==> config.mk <==
export PLATFORM = sky130hd
export DESIGN_NAME = polar64_dec_arbiter
export DESIGN_NICKNAME = d
export VERILOG_FILES = /design/src/rtl/polar64_dec_arbiter.sv
export SDC_FILE = /design/constraint.sdc
export NUM_CORES = 1
export LEC_CHECK = 0
export ABC_AREA = 0
export CAP_MARGIN = 10
export CORE_AREA = 4 4 152 154
export CTS_CLUSTER_DIAMETER = 120
export DETAILED_ROUTE_END_ITERATION = 10
export DIE_AREA = 0 0 156 158
export PLACE_DENSITY = 0.71
export SYNTH_ARGS = -nofsm -noshare
export SYNTH_HDL_FRONTEND = slang
export SYNTH_SLANG_ARGS = --single-unit
==> constraint.sdc <==
create_clock -name clk -period 2.7 [get_ports clk]
set_input_delay 0.27 -clock clk [delete_from_list [all_inputs] [get_ports clk]]
set_output_delay 0.27 -clock clk [all_outputs]
set_load 0.01 [all_outputs]
==> src/rtl/polar64_dec_arbiter.sv <==
// Round-robin arbiter sharing one polar64 CRC16 decoder among NREQ requesters.
// Optional dec_done watchdog is compiled in when POLAR_DEC_ARB_TIMEOUT_EN is defined.
module polar64_dec_arbiter #(
    parameter int NREQ    = 4,
    parameter int TIMEOUT = 15
) (
    input  logic                 clk,
    input  logic                 rst_n,
    input  logic [NREQ-1:0]      req_valid,
    output logic [NREQ-1:0]      req_ready,
    input  logic [64*NREQ-1:0]   req_rx,
    output logic [NREQ-1:0]      rsp_valid,
    input  logic [NREQ-1:0]      rsp_ready,
    output logic [23:0]          rsp_data,
    output logic                 rsp_ok,
    output logic                 rsp_timeout,
    output logic                 dec_start,
    output logic [63:0]          dec_rx,
    input  logic                 dec_done,
    input  logic [23:0]          dec_data_out,
    input  logic                 dec_valid,
    output logic                 busy
);
    localparam int IDX_W = $clog2(NREQ);

    if (NREQ < 2 || TIMEOUT < 1) begin : g_param_check
        $error("polar64_dec_arbiter: NREQ must be >= 2 and TIMEOUT >= 1");
    end

    typedef enum logic [1:0] {IDLE, ISSUE, WAIT, RESP} state_t;

    state_t                      state;
    logic [IDX_W-1:0]            ptr;
    logic [IDX_W-1:0]            gnt;
    logic [IDX_W-1:0]            grant_idx;
    logic [IDX_W-1:0]            cand;
    logic                        grant_found;
    logic                        start_q;
    logic [NREQ-1:0]             gnt_onehot;
    logic [NREQ-1:0]             grant_onehot;
    logic [NREQ-1:0][63:0]       rx_words;

`ifdef POLAR_DEC_ARB_TIMEOUT_EN
    localparam int CNT_W = $clog2(TIMEOUT + 1);
    localparam logic [CNT_W-1:0] CNT_MAX = {CNT_W{1'b1}};
    logic [CNT_W-1:0]            cnt;
`else
    assign rsp_timeout = 1'b0;
`endif

    assign rx_words = req_rx;

    // First requesting index at or above ptr, wrapping modulo NREQ.
    always_comb begin
        grant_found = 1'b0;
        grant_idx   = '0;
        cand        = '0;
        for (int k = 0; k < NREQ; k++) begin
            cand = IDX_W'((int'(ptr) + k) % NREQ);
            if (!grant_found && req_valid[cand]) begin
                grant_found = 1'b1;
                grant_idx   = cand;
            end
        end
    end

    always_comb begin
        grant_onehot            = '0;
        grant_onehot[grant_idx] = grant_found;
        gnt_onehot              = '0;
        gnt_onehot[gnt]         = 1'b1;
    end

    assign req_ready = (rst_n && state == IDLE) ? grant_onehot : '0;
    assign dec_start = start_q & rst_n;
    assign busy      = (state != IDLE);

    always_ff @(posedge clk) begin
        if (!rst_n) begin
            state     <= IDLE;
            ptr       <= '0;
            gnt       <= '0;
            start_q   <= 1'b0;
            dec_rx    <= '0;
            rsp_valid <= '0;
            rsp_data  <= '0;
            rsp_ok    <= 1'b0;
`ifdef POLAR_DEC_ARB_TIMEOUT_EN
            rsp_timeout <= 1'b0;
            cnt         <= '0;
`endif
        end else begin
            start_q <= 1'b0;
            case (state)
                IDLE: begin
                    if (grant_found) begin
                        dec_rx  <= rx_words[grant_idx];
                        gnt     <= grant_idx;
                        start_q <= 1'b1;
                        state   <= ISSUE;
                    end
                end
                ISSUE: begin
`ifdef POLAR_DEC_ARB_TIMEOUT_EN
                    // Loaded with 1 so the first WAIT cycle already counts as cycle 1.
                    cnt <= CNT_W'(1);
`endif
                    state <= WAIT;
                end
                WAIT: begin
                    if (dec_done) begin
                        rsp_data  <= dec_data_out;
                        rsp_ok    <= dec_valid;
`ifdef POLAR_DEC_ARB_TIMEOUT_EN
                        rsp_timeout <= 1'b0;
`endif
                        rsp_valid <= gnt_onehot;
                        state     <= RESP;
                    end
`ifdef POLAR_DEC_ARB_TIMEOUT_EN
                    else if (cnt == CNT_W'(TIMEOUT)) begin
                        rsp_data    <= '0;
                        rsp_ok      <= 1'b0;
                        rsp_timeout <= 1'b1;
                        rsp_valid   <= gnt_onehot;
                        state       <= RESP;
                    end else if (cnt != CNT_MAX) begin
                        cnt <= cnt + CNT_W'(1);
                    end
`endif
                end
                RESP: begin
                    if (rsp_ready[gnt]) begin
                        rsp_valid <= '0;
                        ptr       <= (gnt == IDX_W'(NREQ - 1)) ? '0 : gnt + IDX_W'(1);
                        state     <= IDLE;
                    end
                end
                default: state <= IDLE;
            endcase
        end
    end
endmodule

**Yosys cells after proc, flatten, opt, wreduce, memory -nomap -nowiden**

Cells that the tools add are included.

- Register bits: 100
- Output and inout bits: 100
- Logic and storage cells: 81
- Bits of input ports: 292

- Order comparisons: 8
- Add/subtract/negate cells: 4
- Mux-type cells: 34
- Bitwise logic cells: 2
- Reduce and logical (&&, ||, !) cells: 18
- Equal/unequal tests: 7

Operator list:

| operator | count |
|---|---|
| $bmux W64 S2 | 1 |
| $mux W64 | 1 |
| $lt A2 B3 Y1 const B | 6 |
| $mux W2 | 8 |
| $mux W1 | 12 |
| $mux W4 | 3 |
| $bmux W1 S2 | 5 |
| $pmux W2 S4 | 1 |
| $pmux W4 S2 | 1 |
| $reduce_and A2 Y1 | 4 |
| $eq A2 B2 Y1 const B | 3 |
| $logic_and A1 B1 Y1 | 6 |
| $ne A2 B2 Y1 const B | 3 |
| $reduce_and A3 Y1 | 2 |
| $add A2 B1 Y2 const B | 2 |
| $add A2 B2 Y2 const B | 2 |
| $and A4 B4 Y4 | 1 |
| $demux W1 S2 | 2 |
| $ge A2 B1 Y1 const B | 2 |
| $reduce_bool A2 Y1 | 2 |
| $logic_not A1 Y1 | 3 |
| $eq A2 B1 Y1 const B | 1 |
| $logic_not A2 Y1 | 1 |
| $and A1 B1 Y1 | 1 |

**Longest topological paths before layout**

Gate-level depths: netlist of run 1.

- Word-level depth: 18
- Gate-level depth with buffers: 8
- Gate-level depth less buffers: 6

**Least setup slack after synthesis of run 1**

No wires, ideal clock.

- Kind: input-to-output
- From: input req_valid[2]
- To: output req_ready[1]
- Stages on the path: 6
- Arrival time: 1.724 ns
- Path buffers: 2
- Required time: 2.430 ns
- Slack: 0.706 ns
- Path through: nor2b_1 or4b_4 buf_6 buf_2 and2_1 nor3_1

- Word-level cells in the longest chain between the ends: 18
- Elaborated cells between the ends (all ways): 29
- Classes of those cells: order compare: 2; mux: 19; bitwise: 1; reduce/logical: 7

Ends and longest elaborated chain:

| what | RTL line | source |
|---|---|---|
| start: declaration | 9 | `input logic [NREQ-1:0] req_valid,` |
| $bmux W1 S2 | 60 | `if (!grant_found && req_valid[cand]) begin` |
| $mux W1 (not written as such) | 60 |  |
| $mux W1 | 60 |  |
| $logic_not A1 Y1 | 60 |  |
| $logic_and A1 B1 Y1 | 60 |  |
| $mux W1 | 60 |  |
| $logic_not A1 Y1 | 60 |  |
| $logic_and A1 B1 Y1 | 60 |  |
| (+2 left out) | -- |  |
| $logic_and A1 B1 Y1 | 60 |  |
| $mux W2 | 60 |  |
| $lt A2 B3 Y1 (not written as such) / $ge A2 B1 Y1 (equally long branches) | 69 | `grant_onehot[grant_idx] = grant_found;` |
| $logic_and A1 B1 Y1 (not written as such) | 69 |  |
| $mux W1 (not written as such) | 69 |  |
| $demux W1 S2 | 69 |  |
| $and A4 B4 Y4 (no source line) * | -- |  |
| $mux W4 * | 74 | `assign req_ready = (rst_n && state == IDLE) ? grant_onehot : '0;` |
| end: declaration | 10 | `output logic [NREQ-1:0] req_ready,` |

Every way passes the cells marked *; elsewhere a longest branch is shown, timed or not. The select of a mux whose other input is x is not followed.

**Final worst setup path of run 1**

- From: input req_valid[0]
- To: output req_ready[0]

Same word-level chain as after synthesis.

==> results of run 1 <==
[final cells by class]
type / count / area share, %
sequential: 100 / 19.72
inverter: 9 / 0.3328
tap: 280 / 3.451
multi-input combinational: 525 / 32.24
clock inverter: 7 / 0.8257
timing repair buffer: 418 / 41.21
clock buffer: 9 / 2.218
[stage by stage]
stage                     setup slack, ns  power, W  cells  utilization, %  hold slack (ns)
final                              0.1041  0.006093   1348           46.81           0.4541
after global routing             0.004951  0.006464   1348           46.81           0.4554
after CTS                         0.04774  0.006183   1348           46.78           0.4399
after detailed placement          0.04238  0.004788   1332           45.35           0.4381
after global placement            0.07253  0.004751   1332           45.35           0.4338
after floorplan                    0.7055  0.003225    713               -           0.3990
[cell families after synthesis]
kind of cell,Yosys count,synth area share (%)
other cells,1,0.06561
buf+inv,88,8.297
mux,3,0.7443
simple gates,281,25.09
flops,100,35.03
fa+ha+maj,7,1.532
compound gates,233,29.25
[final timing paths]
kind | startpoint | to | slack [ns] | cells past startpoint
worst max-delay path | req_valid[0] | req_ready[0] | 0.10 | 7
worst min-delay path | dec_rx[22]$_SDFFE_PN0P_ | dec_rx[22]$_SDFFE_PN0P_ | 0.45 | 2
worst max register to register | ptr[0]$_SDFFE_PN0P_ | dec_rx[63]$_SDFFE_PN0P_ | 0.42 | 7
worst min register to register | dec_rx[22]$_SDFFE_PN0P_ | dec_rx[22]$_SDFFE_PN0P_ | 0.45 | 2
[registers in the layout (all words and copies together) (netlist names)]
register   count
rsp_ok         1
ptr            2
rsp_data      24
start_q        1
rsp_valid      4
state          2
dec_rx        64
gnt            2
[what timing repair did]
| action | in CTS | in global routing |
|---|---|---|
| endpoints found under the hold margin | 0 | 0 |
| setup endpoints to repair | 0 | 3 |
| gates resized for setup | 0 | 3 |
[critical path, stage by stage]
cell	delay, ns
clkdlybuf4s50_1	0.47
nor2b_1	0.17
or4_4	0.55
buf_12	0.20
nand2_4	0.12
nor3_1	0.06
clkdlybuf4s50_1	0.47
[placed cells by master, fill, tap and decap left out, types with 8 or more instances in the layout]
master,n
clkdlybuf4s50_1,387
and3_1,128
inv_1,8
dfxtp_1,100
a211oi_1,128
a21oi_1,32
nand2_1,125
buf_4,23
clkbuf_16,9
o31ai_1,65
[per-layer routing]
layer  wire length, um  up-vias  track usage (%)
met5                 0        -                0
met4               508        0            4.669
met3              2288       28            6.069
met2             12380      288            32.07
met1             10370     3162            23.37
li1                  -     3349                -
[power breakdown]
group	switching, W	internal, W
logic	0.00126	0.00143
registers	0.000202	0.00184
clock network	0.000701	0.000664
total	0.00216	0.00393
==> metrics.cfg, run 1 <==
[synthesis]
async_flop_share_pct = 0
synth_area_leaders = dfxtp_1 (35%), a211oi_1 (17%), and3_1 (14%)
avgSynthCellArea_sq_um = 8.016
synth_warnings = 0
synth.cell_area_sq_um = 5715
synth_seq_cells = 100
synth_top_area_cell = dfxtp_1
synthCells = 713
synth_common_cells = a211oi_1 (128), and3_1 (128), nand2_1 (125)
dominantRegCellSynth = dfxtp_1
synth_cell_types = 33
syn_nets = 1012
synth_edf_count = 0
netlist.area_leader.share_pct = 35.03
ys_seq_area_share_pct = 35.03

[final_layout]
antenna_cells = 0
drive_gt1_share_pct = 4.869
fin_area_sq_um = 10150
area_growth_pct = 77.63
multi_input_area_sq_um = 3273
ff_latch_area_sq_um = 2002
fin_nets = 1362
fillers = 2135

[place]
placed_area_sq_um = 9836
gp_congestion = 0.8694
hpwl_um = 19160
portBuffers = 390

[power_and_ir_drop]
powerDensity_nw_per_um2 = 600.2
vdd_ir_drop_max_uv = 361.5
leakagePower_nw = 3.860

[route]
firstDrtPassIters = 5
totalWireLength_um = 25550
vias = 6827
wire_per_inst_um = 18.95
vias_per_cell = 5.065
drt_iter0_markers = 359
antenna_left = 0
drc = 0

[global_route]
grt_start_max_net_pins = 59
antenna_found_initial = 0
grt_overflow_total = 0
track_usage_pct = 18.92
grt_pass1_vias = 6501
grt_pass1_wl_um = 36970

[clock_tree]
cts_buffers = 9
cts_tree = done
h-tree-depth = 3
hold_buffers = 0
clkSinkCount = 100
cts_setup_buffers = 0
clockRootBuffer = clkbuf_16
clk_latency_ns = 0.36
cts_buffer_depth = 2
cts.clk_slew.worst_paths_ns = 0.08

[floorplanning]
die_area_sq_um = 24650
io_pins = 392
start_util_pct = 26.35
die_x_um = 156
row_count = 54
coreArea_sq_um = 21690
die_h_um = 158

[critical_path]
cp_max_fo = 56
crit_type = in2out
cp.required_ns = 2.43
cp-start-kind = input port
timing.critical_path.arrival_ns = 2.33
cp-end-kind = output port

[timing]
setup_viol = 0
fin_skew_ns = 0.01725
slew_viol_final = 0
fmax_mhz = 385.2
slew_headroom_pct = 44.19
min_period_over_period_pct = 96.15
worstMarginPinSlew_ns = 0.8352
hold_viol = 0
setup_tns_ns = 0
rsz0062_at_grt = no
fin_crit_ns = 2.596

[outcome]
outcome = complete, no violations

[worst_hold_path]
worstHoldPathType = reg2reg

[flow_run]
cap_violations = 0

Note: power is estimated with default switching activity, not from simulation.
==> run 2, diff against run 1 <==
- ABC_CLOCK_PERIOD_IN_PS: not set -> 2700
==> results of run 2 <==
Same layout as run 1: the final DEF is identical, and so are final timing and power.
